[config.mk]
export PLATFORM = sky130hd
export DESIGN_NAME = trng_health_mon
export DESIGN_NICKNAME = d
export VERILOG_FILES = /design/src/rtl/trng_pkg.sv /design/src/rtl/trng_apt_counter.sv /design/src/rtl/trng_health_mon.sv
export SDC_FILE = /design/constraint.sdc
export NUM_CORES = 1
export LEC_CHECK = 0
export CORE_MARGIN = 2
export CORE_UTILIZATION = 56
export CTS_BUF_LIST = sky130_fd_sc_hd__clkbuf_4
export DETAILED_ROUTE_END_ITERATION = 10
export PLACE_DENSITY = 0.82
export SLEW_MARGIN = 10
export SYNTH_ARGS = -nofsm -noshare
export SYNTH_HDL_FRONTEND = slang
export SYNTH_HIERARCHICAL = 1
export SYNTH_SLANG_ARGS = --single-unit
[constraint.sdc]
create_clock -name i_clk -period 3.5 [get_ports i_clk]
set_clock_uncertainty 0.15 [all_clocks]
set_input_delay 0.525 -clock i_clk [delete_from_list [all_inputs] [get_ports i_clk]]
set_output_delay 0.525 -clock i_clk [all_outputs]
set_load 0.02 [all_outputs]
[src/rtl/trng_pkg.sv]
// trng_pkg: default parameters and counter widths for the TRNG health-test stage.
package trng_pkg;
  localparam int DEF_WIDTH = 8;
  localparam int DEF_RCT_CUTOFF = 5;
  localparam int DEF_APT_WINDOW = 512;
  localparam int DEF_APT_CUTOFF = 20;
  localparam int DEF_STARTUP_SAMPLES = 1024;
  localparam int RCT_W = 8;
  localparam int CNT_W = 16;
endpackage

[src/rtl/trng_apt_counter.sv]
// trng_apt_counter: adaptive-proportion window tracker; pulses fail on the sample whose
// match count of the window reference reaches the cutoff.
module trng_apt_counter
  import trng_pkg::*;
#(
  parameter int WIDTH = DEF_WIDTH,
  parameter int APT_WINDOW = DEF_APT_WINDOW,
  parameter int APT_CUTOFF = DEF_APT_CUTOFF
) (
  input  logic             i_clk,
  input  logic             i_reset,
  input  logic             sample,
  input  logic [WIDTH-1:0] dat,
  input  logic             clear,
  output logic             fail
);
  logic [WIDTH-1:0] ref_dat;
  logic [CNT_W-1:0] match_cnt, win;
  logic open_win, hit;
  // win==0 is idle, win==APT_WINDOW is a closed window; either way the next sample opens one
  assign open_win = (win == '0) || (win == CNT_W'(APT_WINDOW));
  assign hit = !open_win && dat == ref_dat;
  assign fail = sample && hit && match_cnt + CNT_W'(1) == CNT_W'(APT_CUTOFF);
  always_ff @(posedge i_clk)
    if (i_reset || clear) begin
      win <= '0;
      match_cnt <= '0;
      ref_dat <= '0;
    end else if (sample) begin
      ref_dat <= open_win ? dat : ref_dat;
      win <= open_win ? CNT_W'(1) : win + CNT_W'(1);
      match_cnt <= open_win ? CNT_W'(1) : match_cnt + CNT_W'(hit);
    end
endmodule

[src/rtl/trng_health_mon.sv]
// trng_health_mon: RCT/APT online health tests with startup gating and sticky alarms
// between the entropy byte source and the serial sender.
module trng_health_mon
  import trng_pkg::*;
#(
  parameter int WIDTH = DEF_WIDTH,
  parameter int RCT_CUTOFF = DEF_RCT_CUTOFF,
  parameter int APT_WINDOW = DEF_APT_WINDOW,
  parameter int APT_CUTOFF = DEF_APT_CUTOFF,
  parameter int STARTUP_SAMPLES = DEF_STARTUP_SAMPLES
) (
  input  logic             i_clk,
  input  logic             i_reset,
  input  logic [WIDTH-1:0] i_dat,
  input  logic             i_valid,
  output logic             o_read,
  output logic [WIDTH-1:0] o_dat,
  output logic             o_valid,
  input  logic             i_ready,
  input  logic             i_clear_alarm,
  output logic             o_alarm_rct,
  output logic             o_alarm_apt,
  output logic             o_startup_done
);
  logic acc, rct_hit, apt_hit, hit, alarm, first;
  logic [WIDTH-1:0] last;
  logic [RCT_W-1:0] rep, rep_nx;
  logic [CNT_W-1:0] scnt;
  assign o_read = (~o_valid | i_ready) & ~i_clear_alarm;
  assign acc = i_valid & o_read;
  assign rep_nx = (!first && i_dat == last) ? (rep == '1 ? rep : rep + RCT_W'(1)) : RCT_W'(1);
  assign rct_hit = acc && rep_nx == RCT_W'(RCT_CUTOFF);
  assign hit = rct_hit | apt_hit;
  assign alarm = o_alarm_rct | o_alarm_apt;
  trng_apt_counter #(
    .WIDTH(WIDTH),
    .APT_WINDOW(APT_WINDOW),
    .APT_CUTOFF(APT_CUTOFF)
  ) u_apt (
    .i_clk(i_clk),
    .i_reset(i_reset),
    .sample(acc),
    .dat(i_dat),
    .clear(i_clear_alarm),
    .fail(apt_hit)
  );
  // a sample that raises an alarm is never forwarded and flushes the pending byte
  always_ff @(posedge i_clk)
    if (i_reset || i_clear_alarm) begin
      first <= 1'b1;
      last <= '0;
      rep <= '0;
      scnt <= '0;
      o_alarm_rct <= 1'b0;
      o_alarm_apt <= 1'b0;
      o_startup_done <= 1'b0;
      o_valid <= 1'b0;
      o_dat <= i_reset ? '0 : o_dat;
    end else begin
      if (acc) begin
        first <= 1'b0;
        last <= i_dat;
        rep <= rep_nx;
      end
      if (acc && scnt != CNT_W'(STARTUP_SAMPLES)) scnt <= scnt + CNT_W'(1);
      if (acc && !o_startup_done && !alarm && !hit && scnt + CNT_W'(1) == CNT_W'(STARTUP_SAMPLES))
        o_startup_done <= 1'b1;
      o_alarm_rct <= o_alarm_rct | rct_hit;
      o_alarm_apt <= o_alarm_apt | apt_hit;
      if (hit) o_valid <= 1'b0;
      else if (acc && o_startup_done && !alarm) begin
        o_valid <= 1'b1;
        o_dat <= i_dat;
      end else if (i_ready) o_valid <= 1'b0;
    end
endmodule

== Word-level counts from Yosys, hierarchy flattened ==
Cells that the tools add are included.

* Magnitude comparators: 0
* Add/subtract/negate cells: 5
* Bitwise logic cells: 9
* Reductions and logical operators: 25
* Eq/ne operators: 10
* Div/mod/pow operators: 0
* Muxes and demuxes: 10
* $mul: 0
* Shift-type cells: 0

{| class="wikitable"
|+ Operator list
! kind !! number
|-
| $add 16x1->16 const B || 3
|-
| $mux 8 || 6
|-
| $mux 16 || 2
|-
| $add 16x1->16 || 1
|-
| $eq 16x10->1 const B || 1
|-
| $eq 16x11->1 const B || 1
|-
| $eq 16x5->1 const B || 1
|-
| $eq 8x8->1 || 2
|-
| $logic_not 16->1 || 1
|-
| $ne 16x11->1 const B || 1
|-
| $logic_and 1x1->1 || 12
|-
| $add 8x1->8 const B || 1
|-
| $eq 8x3->1 const B || 1
|-
| $eq 8x8->1 const B || 1
|-
| $logic_not 1->1 || 5
|-
| $or 1x1->1 || 5
|-
| $reduce_bool 2->1 || 2
|-
| $reduce_and 3->1 || 1
|-
| $and 1x1->1 || 2
|-
| $logic_or 1x1->1 || 2
|-
| $mux 1 || 2
|-
| $ne 2x1->1 const B || 1
|-
| $ne 2x2->1 const B || 1
|-
| $not 1->1 || 2
|-
| other kinds (2) || 2
|}

* Register bits after elaboration: 85
* Memories kept: 0
* Word-level logic and storage cells: 71
* Memory bits (writable): 0
* Bits in latches: 0
* ROM bits: 0

== Longest topological paths before layout ==
Gate-level depths: netlist of the first run.

* Word-level depth: 10
* Gate-level depth with buffers: 12
* Mapped depth without buffers: 12

== By module ==
Netlist of the first run, hierarchy kept.

{| class="wikitable"
|+ By module, submodules not included
! module !! area each (µm²) !! sequential area each (µm²) !! cells each !! instances
|-
| trng_health_mon || 2466.1 || 980.9 || 285 || 1
|-
| trng_apt_counter || 1996.9 || 800.8 || 242 || 1
|}

== Worst setup path before layout of the first run ==
Ideal clock, no wire load.

* Kind: input to register
* From: input i_ready
* To: register o_dat[0] (enable)
* Setup time: 0.308 ns
* Stages on the path: 12
* Path slack: 0.152 ns
* Arrival: 2.890 ns
* Cell sequence: nand2b_1 nand3b_1 inv_2 clkbuf_1 clkbuf_1 clkbuf_1 nor3b_1 nand3_1 a2111oi_2 o311a_1 or2_1 o21bai_1

* Word-level cells in the longest chain between the ends: 8

{| class="wikitable"
|+ RTL lines
! what !! line !! text
|-
| start, declared || trng_health_mon.sv:19 || <nowiki>input logic i_ready,</nowiki>
|-
| $or 1x1->1 || trng_health_mon.sv:29 || <nowiki>assign o_read = (~o_valid | i_ready) & ~i_clear_alarm;</nowiki>
|-
| $and 1x1->1 || trng_health_mon.sv:29 ||
|-
| $and 1x1->1 || trng_health_mon.sv:30 || <nowiki>assign acc = i_valid & o_read;</nowiki>
|-
| named net acc || trng_health_mon.sv:25 || <nowiki>logic acc, rct_hit, apt_hit, hit, alarm, first;</nowiki>
|-
| $logic_and 1x1->1 (2 in series) || trng_apt_counter.sv:23 || <nowiki>assign fail = sample && hit && match_cnt + CNT_W'(1) == CNT_W'(APT_CUTOFF);</nowiki>
|-
| named net apt_hit || trng_health_mon.sv:25 ||
|-
| $or 1x1->1 || trng_health_mon.sv:33 || <nowiki>assign hit = rct_hit | apt_hit;</nowiki>
|-
| $ne 2x1->1 (no line) || -- ||
|-
| $reduce_and 3->1 (no line) || -- ||
|-
| end signal, assigned || trng_health_mon.sv:58 || <nowiki>o_dat <= i_reset ? '0 : o_dat;</nowiki>
|-
| end signal, assigned || trng_health_mon.sv:73 || <nowiki>o_dat <= i_dat;</nowiki>
|-
| end, declared || trng_health_mon.sv:17 || <nowiki>output logic [WIDTH-1:0] o_dat,</nowiki>
|}

The timed path passes the listed nets, and every way through them passes these cells.
A chain may end at the register's enable or synchronous reset.

== Worst setup path after layout of the first run ==
* From: register rep[0]
* To: register o_dat[1] (enable)

* Word-level cells in the longest chain between the ends: 8

{| class="wikitable"
|+ RTL lines
! what !! line !! text
|-
| start, declared || trng_health_mon.sv:27 || <nowiki>logic [RCT_W-1:0] rep, rep_nx;</nowiki>
|-
| start signal, assigned || trng_health_mon.sv:63 || <nowiki>rep <= rep_nx;</nowiki>
|-
| $add 8x1->8 or $eq 8x8->1 (tied branches) || trng_health_mon.sv:31 || <nowiki>assign rep_nx = (!first && i_dat == last) ? (rep == '1 ? rep : rep + RCT_W'(1)) : RCT_W'(1);</nowiki>
|-
| $mux 8 (*) (2 in series) || trng_health_mon.sv:31 ||
|-
| $eq 8x3->1 (*) || trng_health_mon.sv:32 || <nowiki>assign rct_hit = acc && rep_nx == RCT_W'(RCT_CUTOFF);</nowiki>
|-
| $logic_and 1x1->1 (*) || trng_health_mon.sv:32 ||
|-
| $or 1x1->1 (*) || trng_health_mon.sv:33 ||
|-
| $ne 2x1->1 (no line) (*) || -- ||
|-
| $reduce_and 3->1 (no line) (*) || -- ||
|}

Mark *: on every way between the ends. The rest lies on a longest branch, timed or not.

==> key figures, run 1 <==
Setup path
  • Reg2reg path depth: 7
  • CP arrival: 2.85 ns
  • CP cell instances: ha_1 > and3_1 > mux2_1 > o211ai_2 > nor4b_2 > or2_1 > o21bai_1
  • Setup crit start kind: flop
  • Crit. End Element: flop
  • Crit-path slowest cell: o21bai_1
  • Critical path class: reg2reg
  • Req. time, crit path: 3.43 ns
  • CP peak stage delay: about 0.58 ns
  • Worst-path fanout max: 8

Synthesis
  • Seq/Total Area, Yosys: approximately 40%
  • Synth Flop Type: dfxtp_1
  • FF+latch count, synth: 85
  • Cell count after synthesis: ~530
  • Number of flops mapped to enable cells by yosys: 8
  • Syn avg cell area: 8.469 sq um
  • Synth Warn #: 6
  • Netlist cell types: 61
  • Post-Syn Area: about 4500 sq um
  • Syn Nets: approximately 550
  • Async SR Flop Fraction: 0%

Global routing
  • Grt ovf: 0
  • Total GRT Usage: 22.95%
  • Antenna violations before repair: 0
  • Largest net degree at the start of global routing: 42
  • Vias in the first global route: 3529
  • First-pass GRT wire length: between 15 and 20 mm

CTS
  • CTS Sinks: 85
  • CTS tree: done
  • Max Root-Sink Buffers: 2
  • PostCTS Resize Cnt: 0
  • Post-CTS setup buffer count: 0
  • # hold bufs at CTS: 0
  • Clk Latency, worst-skew pair: between 0.4 and 0.5 ns
  • Worst-path clk slew: 0.14 ns
  • H-tree depth: 3
  • Cts bufs inserted: 9
  • Root Buffer: clkbuf_4

Power
  • Cell leakage power: about 1.6 nW
  • Pwr dens: between 300 and 400 nW/um^2
  • Peak VDD IR: 0.0001798 V

STA
  • Worst slew margin: 51.10%
  • RSZ-0062 raised after global routing: no
  • Setup violators final: 0
  • Final Max Slew Viols: 0
  • Min Tclk post-route: ~2.9 ns
  • Fin. Hold Viols: 0
  • Setup_tns: 0 ns
  • Min setup slack post-route: about 0.57 ns
  • Least-Margin Pin Slew: around 0.73 ns
  • Fmax: 0.3418 GHz
  • Period Utilization, post-route: approximately 84%

Layout
  • Nets: 560
  • Fin util: between 60% and 70%
  • Inserted Diodes: 0
  • Layout cell share with drive strength beyond 1: 6.801%
  • Post-route cell area: 4861 sq um
  • Area grow syn2layout: 8.915%

Place
  • RePlAce Congestion: between 0.8 and 0.9
  • Dpl cell area: between 4000 and 5000 sq um
  • Pre-CTS setup slack: 0.2787 ns
  • Hpwl dp: ~6.7 mm
  • # port buffers: 25

Die
  • Row cnt: 32
  • Core ar.: 7727 sq um
  • Starting density of the core: ~58%
  • Overall die height: between 90 and 100 um
  • Die area: roughly 8700 sq um
  • DIE WIDTH: between 90 and 100 um
  • I/O Pins: 26

Detailed routing
  • Remaining antenna violation count: 0
  • DR pass1 iterations: 4
  • Wire per inst: approximately 15 um
  • Number of DRC markers in iteration 0: around 230
  • Via count: around 3800
  • Final wirelength: 9.485 mm
  • Via-to-Cell Ratio: 5.841
  • Residual DRC: 0

Hold path
  • Hold crit path type: reg2reg
  • Hold Path Depth: 2

Outcome
  • Status: finished, final reports clean

Job
  • Max_cap viols: 0
## synthesized netlist by cell type, types with 2 or more instances
cell      instances  area (sq um)
nor4b_1           3         26.28
nand2b_1          2         12.51
xor2_1           30         262.8
nor4_1            6         37.54
and4b_1           2         20.02
and2_1            9         56.30
nand3_1          35         175.2
buf_6             5         56.30
buf_2             7         35.03
dfxtp_1          77          1541
nand4_1          21         131.4
ha_1              8         100.1
edfxtp_1          8         240.2
or2_2             2         12.51
and3_2            2         15.01
nand3b_1          2         15.01
nand2_1          56         210.2
o21ai_0           6         30.03
nor2b_1           3         18.77
a21oi_1          30         150.1
o31ai_1           4         30.03
nor3b_1           2         15.01
nand4b_1          2         17.52
a211o_1           2         17.52
inv_1            12         45.04
a211oi_1          3         22.52
or3_1             5         31.28
xnor2_1          34         297.8
clkbuf_1         14         52.55
nor3_1           16         80.08
and3_1           11         68.82
mux2i_1           2         20.02
buf_1             2         7.510
o21ai_1           3         15.01
and4_1            2         17.52
nor4_4            2         42.54
a31oi_1           6         37.54
nor2_1           67         251.5
buf_4             2         15.01
## through the flow
stage          total power, mW  hold WS [ns]  instances
6_report                 1.697        0.3324        646
5_1_grt                  1.771        0.3565        646
4_1_cts                  1.713        0.3337        646
3_5_place_dp             1.152        0.3148        630
3_3_place_gp             1.148        0.3054        630
2_1_floorplan            1.098        0.2981        527
## logic make-up (layout without fill, tap and decap cells)
logic type	Yosys count	after routing	synth area share [%]
buf+inv	43	60	4.822
compound gates	67	67	9.812
fa+ha+maj	8	8	2.243
flops	85	85	39.92
mux	3	3	0.7009
xor+xnor	64	64	12.56
simple gates	257	257	29.94
## layout by cell type, fill, tap and decap left out, types with 4 or more instances in the layout
master | netlist | layout
buf_4 | 2 | 6
nor3_1 | 16 | 16
inv_1 | 12 | 12
edfxtp_1 | 8 | 8
nand2_1 | 56 | 56
or3_1 | 5 | 5
nand4_1 | 21 | 21
a21oi_1 | 30 | 30
ha_1 | 8 | 8
o21ai_0 | 6 | 6
xnor2_1 | 34 | 34
nor4_1 | 6 | 6
clkdlybuf4s50_1 | 0 | 25
and3_1 | 11 | 11
o31ai_1 | 4 | 4
nand3_1 | 35 | 35
clkbuf_4 | 0 | 9
and2_1 | 9 | 9
nor2_1 | 67 | 67
dfxtp_1 | 77 | 77
a31oi_1 | 6 | 6
xor2_1 | 30 | 30
## layer usage
| metal | GRT usage (%) | routed length, um | up-vias |
|---|---|---|---|
| met2 | 36.27 | 4466 | 100 |
| met4 | 9.681 | 158 | 0 |
| met1 | 30.55 | 4312 | 1797 |
| met3 | 4.674 | 547 | 16 |
| met5 | 0 | 0 | - |
| li1 | - | - | 1860 |
## area by class of cell
type | count | area, sq um
multi-input cells | 399 | 2466
well taps | 102 | 127.6
inverters | 13 | 48.80
flip-flops and latches | 85 | 1782
clock inverters | 7 | 73.82
clock buffers | 9 | 67.56
fillers | 643 | 2867
repair buffers | 31 | 295.3
## report_power, final
group	total, mW	leakage, nW	internal, mW	switching (mW)
clock network	0.566	0.0779	0.221	0.346
logic	0.126	0.834	0.0513	0.0742
registers	1.01	0.698	0.996	0.00951
total	1.70	1.61	1.27	0.429
## flip-flops by register name, indices dropped and copies added (netlist names)
register,flops
u_apt/win,16
o_alarm_apt,1
rep,8
o_alarm_rct,1
o_startup_done,1
o_valid,1
u_apt/match_cnt,16
o_dat,8
last,8
scnt,16
u_apt/ref_dat,8
first,1
## worst max-delay path: cells and delay by family, from the launching register on
kind                       cells  cell delay, ns
AOI/OAI and AO/OA              2            0.66
adders and majority gates      1            0.31
DFF                            1            0.46
and+or+nand+nor                3            0.62
muxes                          1            0.36
## final timing paths
| path | end | slack [ns] | start |
|---|---|---|---|
| worst min-delay path | last[0] | 0.33 | last[0] |
| worst max-delay path | o_dat[1] | 0.57 | rep[0] |
| worst max register to register | o_dat[1] | 0.57 | rep[0] |
| worst min register to register | last[0] | 0.33 | last[0] |
Note: power is estimated with default switching activity, not from simulation.
==> inputs of run 2 (changes only) <==
==> constraint.sdc (replaced) <==
create_clock -name i_clk -period 2.6 [get_ports i_clk]
set_clock_uncertainty 0.15 [all_clocks]
set_input_delay 0.39 -clock i_clk [delete_from_list [all_inputs] [get_ports i_clk]]
set_output_delay 0.39 -clock i_clk [all_outputs]
set_load 0.02 [all_outputs]
==> key figures, run 2 (synthesis gave the netlist of run 1 again) <==
Outcome
  • Status: finished, final reports clean

Setup path
  • Req. time, crit path: 2.79 ns (-0.64 ns)
  • Critical path class: reg2reg
  • Worst-path fanout max: 5 (-3)
  • CP arrival: 2.70 ns (-0.15 ns)
  • Crit. End Element: flop
  • Setup crit start kind: flop

CTS
  • Root Buffer: clkbuf_4
  • Cts bufs inserted: 9 (unchanged)
  • CTS Sinks: 85 (unchanged)
  • Clk Latency, worst-skew pair: 0.44 ns (about the same)
  • Max Root-Sink Buffers: 2 (unchanged)
  • H-tree depth: 3 (unchanged)
  • Worst-path clk slew: 0.14 ns (about the same)
  • CTS tree: done

STA
  • Fmax: 0.3979 GHz (+16%)
  • Fin. Hold Viols: 0 (unchanged)
  • Setup_tns: 0 ns (unchanged)
  • Min setup slack post-route: 0.08712 ns (-0.4875 ns)
  • Period Utilization, post-route: 96.65% (+13 points)
  • Min Tclk post-route: 2.513 ns (-0.4125 ns)
  • Final Max Slew Viols: 0 (unchanged)
  • Worst slew margin: 53.66% (+2.6 points)
  • Min Hold Slack: 0.3281 ns (-0.004358 ns)
  • Least-Margin Pin Slew: 0.6888 ns (-0.04203 ns)
  • Setup violators final: 0 (unchanged)

Detailed routing
  • DR pass1 iterations: 5 (+1)
  • Wire per inst: 14.82 um (+0.95%)
  • Remaining antenna violation count: 0 (unchanged)
  • Via-to-Cell Ratio: 5.753 (-1.5%)
  • Residual DRC: 0 (unchanged)
  • Number of DRC markers in iteration 0: 176 (-23%)
  • Final wirelength: 10.04 mm (+5.8%)
  • Via count: 3895 (+3.2%)

Die
  • Row cnt: 32 (unchanged)
  • Die area: 8700 sq um (unchanged)
  • Overall die height: 93.28 um (unchanged)
  • Starting density of the core: 57.76% (unchanged)
  • I/O Pins: 26 (unchanged)
  • Core ar.: 7727 sq um (unchanged)
  • DIE WIDTH: 93.28 um (unchanged)

Layout
  • Regs by FF count: scnt (16), u_apt/match_cnt (16), u_apt/win (16)
  • Layout cell share with drive strength beyond 1: 14.78% (+8.0 points)
  • Most common cell after layout, fill and taps aside: dfxtp_1
  • Non-filler instance count after layout: 677 (+4.8%)
  • Layout fillers: 593 (-7.8%)
  • Most frequent cells in the layout: dfxtp_1 (75), nor2_1 (67), nand2_1 (56)
  • Inserted Diodes: 0 (unchanged)
  • Area grow syn2layout: 17.77%
  • Register area: 1784 sq um (+0.14%)
  • Nets: 591 (+5.5%)
  • Multi-input logic area: 2560 sq um (+3.8%)

Place
  • RePlAce Congestion: 0.8941 (+1.7%)
  • Pre-CTS setup slack: -0.2620 ns (-0.5407 ns)
  • Hpwl dp: 6.896 mm (+2.3%)
  • # port buffers: 25 (unchanged)
  • Placed Instances: 660 (+4.8%)

Power
  • Cell leakage power: 1.819 nW (+13%)
  • Peak VDD IR: 0.0004739 V (+160%)
  • Total power: 2.535 mW (+49%)
  • Pwr dens: 482.3 nW/um^2 (+38%)

Global routing
  • Grt ovf: 0 (unchanged)
  • Vias in the first global route: 3680 (+4.3%)
  • Largest net degree at the start of global routing: 31 (-26%)
  • First-pass GRT wire length: 16.78 mm (+4.6%)
  • Antenna violations before repair: 0 (unchanged)
  • Total GRT Usage: 23.89% (+0.94 points)

Job
  • Max_cap viols: 0 (unchanged)

Hold path
  • Hold crit path type: reg2reg
-- run 2: critical path, stage by stage, from the launching register on --
cell	delay, ns
dfxtp_2	0.35
inv_1	0.05
ha_2	0.18
nor4b_1	0.13
and4_1	0.18
or3_4	0.40
inv_4	0.08
ha_4	0.13
nand3_4	0.09
nor3_4	0.29
and3_4	0.24
xnor2_2	0.10
nor2_1	0.05
-- run 2: path summary, 6_finish.rpt --
| kind | startpoint | end | slack [ns] | cells after the start |
|---|---|---|---|---|
| max | u_apt/win[0] | u_apt/match_cnt[10] | 0.09 | 12 |
| max reg2reg | u_apt/win[0] | u_apt/match_cnt[10] | 0.09 | 12 |
| min | last[6] | last[6] | 0.33 | 2 |
| min reg2reg | last[6] | last[6] | 0.33 | 2 |
-- run 2: layout make-up --
class | count | area share [%]
Clock buffer | 9 | 1.285
Clock inverter | 7 | 2.380
Inverter | 13 | 0.9760
Multi-Input combinational cell | 399 | 48.70
Sequential cell | 85 | 33.94
Tap cell | 102 | 2.428
Timing Repair Buffer | 62 | 10.28
-- run 2: repair_timing --
action / CTS / global route
pin swaps: 2 / 7
hold buffers: 0 / 0
hold endpoints to repair: 0 / 0
resized for setup: 3 / 16
buffers inserted: 0 / 1
setup endpoints to repair: 3 / 19
-- run 2: power breakdown --
part	total (mW)	internal, mW	switching (mW)
registers	1.35	1.34	0.0116
logic	0.192	0.0869	0.105
clock network	0.991	0.501	0.490
total	2.54	1.93	0.607
-- run 2: metal layers --
metal	wire [um]	vias up	global-route usage, %
li1	-	1923	-
met1	4494	1835	31.39
met2	4814	124	39.27
met3	586	13	5.399
met4	140	0	7.108
met5	0	-	0
-- run 2: stage by stage --
stage	utilization [%]	cell area [sq um]
floorplan	-	4512
finish	68.02	5256
CTS	67.10	5185
global placement	64.39	4976
detailed placement	64.39	4976
global route	68.02	5256
==> inputs of run 3 (changes only) <==
--- a/config.mk
+++ b/config.mk
@@ -9,7 +9,8 @@
 export CORE_UTILIZATION = 56
 export CTS_BUF_LIST = sky130_fd_sc_hd__clkbuf_4
 export DETAILED_ROUTE_END_ITERATION = 10
-export PLACE_DENSITY = 0.82
+export HOLD_SLACK_MARGIN = 0.02
+export PLACE_DENSITY = 0.79
 export SLEW_MARGIN = 10
 export SYNTH_ARGS = -nofsm -noshare
 export SYNTH_HDL_FRONTEND = slang
==> key figures, run 3 (synthesis gave the netlist of run 1 again) <==
Outcome
  • Status: finished, final reports clean

Detailed routing
  • DR pass1 iterations: 5 (unchanged)
  • Number of DRC markers in iteration 0: 200 (+14%)
  • Via-to-Cell Ratio: 5.753 (about the same)
  • Residual DRC: 0 (unchanged)
  • Remaining antenna violation count: 0 (unchanged)
  • Final wirelength: 10.30 mm (+2.7%)
  • Wire per inst: 15.15 um (+2.2%)
  • Via count: 3912 (+0.44%)

Place
  • RePlAce Congestion: 0.8838 (-1.2%)
  • # port buffers: 25 (unchanged)
  • Hpwl dp: 6.920 mm (+0.35%)
  • Placed Instances: 661 (+0.15%)

Die
  • Starting density of the core: 57.76% (unchanged)
  • Die area: 8700 sq um (unchanged)
  • I/O Pins: 26 (unchanged)
  • Row cnt: 32 (unchanged)
  • Core ar.: 7727 sq um (unchanged)
  • Overall die height: 93.28 um (unchanged)
  • DIE WIDTH: 93.28 um (unchanged)

Setup path
  • R2r endpoint: o_dat[0]
  • Worst Setup SP: u_apt/match_cnt[0]
  • Worst r2r src: u_apt/match_cnt[0]
  • CP arrival: 2.56 ns (-0.14 ns)
  • Reg2reg path depth: 7 (-5)
  • CP endpoint: o_dat[0]
  • Critical path class: reg2reg
  • Setup slack on the worst flop-to-flop path: 0.06 ns (-0.02 ns)
  • Crit. End Element: flop
  • Req. time, crit path: 2.62 ns (-0.17 ns)
  • Worst-path fanout max: 8 (+3)
  • Setup crit start kind: flop

CTS
  • CTS tree: done
  • Max Root-Sink Buffers: 2 (unchanged)
  • Cts bufs inserted: 9 (unchanged)
  • Worst-path clk slew: 0.14 ns (about the same)
  • Root Buffer: clkbuf_4
  • # hold bufs at CTS: 0 (unchanged)
  • CTS Sinks: 85 (unchanged)
  • H-tree depth: 3 (unchanged)
  • Clk Latency, worst-skew pair: 0.43 ns (about the same)

Global routing
  • GR peak layer: met2
  • Grt ovf: 0 (unchanged)
  • Global routing usage on met1: 32.11% (+0.71 points)
  • Total GRT Usage: 24.18% (+0.29 points)
  • Grt met2 use: 39.69% (+0.42 points)
  • Vias in the first global route: 3690 (+0.27%)
  • Antenna violations before repair: 0 (unchanged)
  • Largest net degree at the start of global routing: 35 (+13%)
  • First-pass GRT wire length: 17.02 mm (+1.4%)
  • M3 GR Usage: 4.432% (-0.97 points)

Layout
  • Fin util: 68.04% (about the same)
  • Layout fillers: 623 (+5.1%)
  • Non-filler instance count after layout: 680 (+0.44%)
  • Area grow syn2layout: 17.80% (about the same)
  • Nets: 594 (+0.51%)
  • Register area: 1784 sq um (unchanged)
  • Inserted Diodes: 0 (unchanged)
  • Multi-input logic area: 2585 sq um (+0.98%)
  • Regs by FF count: scnt (16), u_apt/match_cnt (16), u_apt/win (16)
  • Most frequent cells in the layout: dfxtp_1 (75), nor2_1 (66), nand2_1 (56)
  • Most common cell after layout, fill and taps aside: dfxtp_1
  • Layout cell share with drive strength beyond 1: 15.40% (+0.62 points)

STA
  • Setup violators final: 0 (unchanged)
  • Fin. Hold Viols: 0 (unchanged)
  • Final Max Slew Viols: 0 (unchanged)
  • Fmax: 0.3943 GHz (-0.91%)
  • Min Tclk post-route: 2.536 ns (+0.02296 ns)
  • Worst slew margin: 54.02% (+0.36 points)
  • Period Utilization, post-route: 97.53% (+0.88 points)
  • Least-Margin Pin Slew: 0.6897 ns (+0.0008962 ns)

Power
  • Pwr dens: 446.9 nW/um^2 (-7.3%)
  • Switch share: 26.09% (+2.1 points)
  • Clock Power Share: 34.0% (-5.1 points)
  • Pint: 1.736 mW (-9.9%)
  • Net switching power: 613.0 uW (+0.98%)
  • Peak VDD IR: 0.0002329 V (-51%)
  • Total power: 2.349 mW (-7.3%)
  • Reg power frac: 57.6% (+4.3 points)
  • Cell leakage power: 1.827 nW (+0.44%)
  • Gate power share: 8.4% (+0.8 points)

Job
  • Max_cap viols: 0 (unchanged)

Hold path
  • Hold crit path type: reg2reg
run 3: repair_timing:
| action | 4_1_cts | 5_1_grt |
|---|---|---|
| endpoints found under the setup margin | 11 | 20 |
| gates resized for setup | 8 | 16 |
| endpoints found under the hold margin | 0 | 0 |
| setup buffers | 0 | 3 |
| gates cloned | 0 | 0 |
| pin swaps | 3 | 8 |
run 3: worst min-delay path by stage:
stage | start | to | slack [ns] | cells after the start
2_1_floorplan | last[2] | last[2] | 0.30 | 2
3_3_place_gp | last[4] | last[4] | 0.30 | 2
3_5_place_dp | last[0] | last[0] | 0.31 | 2
4_1_cts | last[0] | last[0] | 0.33 | 2
5_1_grt | last[7] | last[7] | 0.36 | 2
6_report | last[0] | last[0] | 0.33 | 2
run 3: power by group through the flow:
| stage | clock [mW] | combinational [mW] | sequential, mW |
|---|---|---|---|
| 2_1_floorplan | 0 | 0.0941 | 1.39 |
| 3_3_place_gp | 0 | 0.187 | 1.38 |
| 3_5_place_dp | 0 | 0.191 | 1.38 |
| 4_1_cts | 0.823 | 0.194 | 1.35 |
| 5_1_grt | 0.877 | 0.213 | 1.35 |
| 6_report | 0.799 | 0.198 | 1.35 |
run 3: cell type report:
type                    instances  share of cell area [%]
clock buffers                   9                   1.285
clock inverters                 7                   1.499
inverters                      13                  0.9757
multi-input cells             399                   49.17
flip-flops and latches         85                   33.94
well taps                     102                   2.427
repair buffers                 65                   10.71
run 3: critical path: stages, from the launching register on:
cell	delay [ns]
dfxtp_1	0.50
nand2_1	0.21
nor3_4	0.32
nand4_1	0.16
a2111oi_2	0.41
o311a_1	0.29
or2_4	0.16
o21bai_4	0.11
run 3: per-stage QoR:
stage	instance area, sq um	hold WS [ns]	setup slack (ns)	TNS, ns
floorplan	4512	0.2981	0.001410	0
global placement	4984	0.3036	-0.2096	-2.914
detailed placement	4984	0.3130	-0.2875	-4.074
CTS	5164	0.3316	0.01220	0
global route	5258	0.3610	-0.01339	-0.03456
finish	5258	0.3305	0.06416	0
run 3: per-layer routing:
layer | up-vias | wire length [um] | share of wire, %
met1 | 1844 | 4639 | 45
met4 | 0 | 164 | 1.6
li1 | 1928 | - | -
met2 | 122 | 4954 | 48
met3 | 18 | 544 | 5.3
met5 | - | 0 | 0
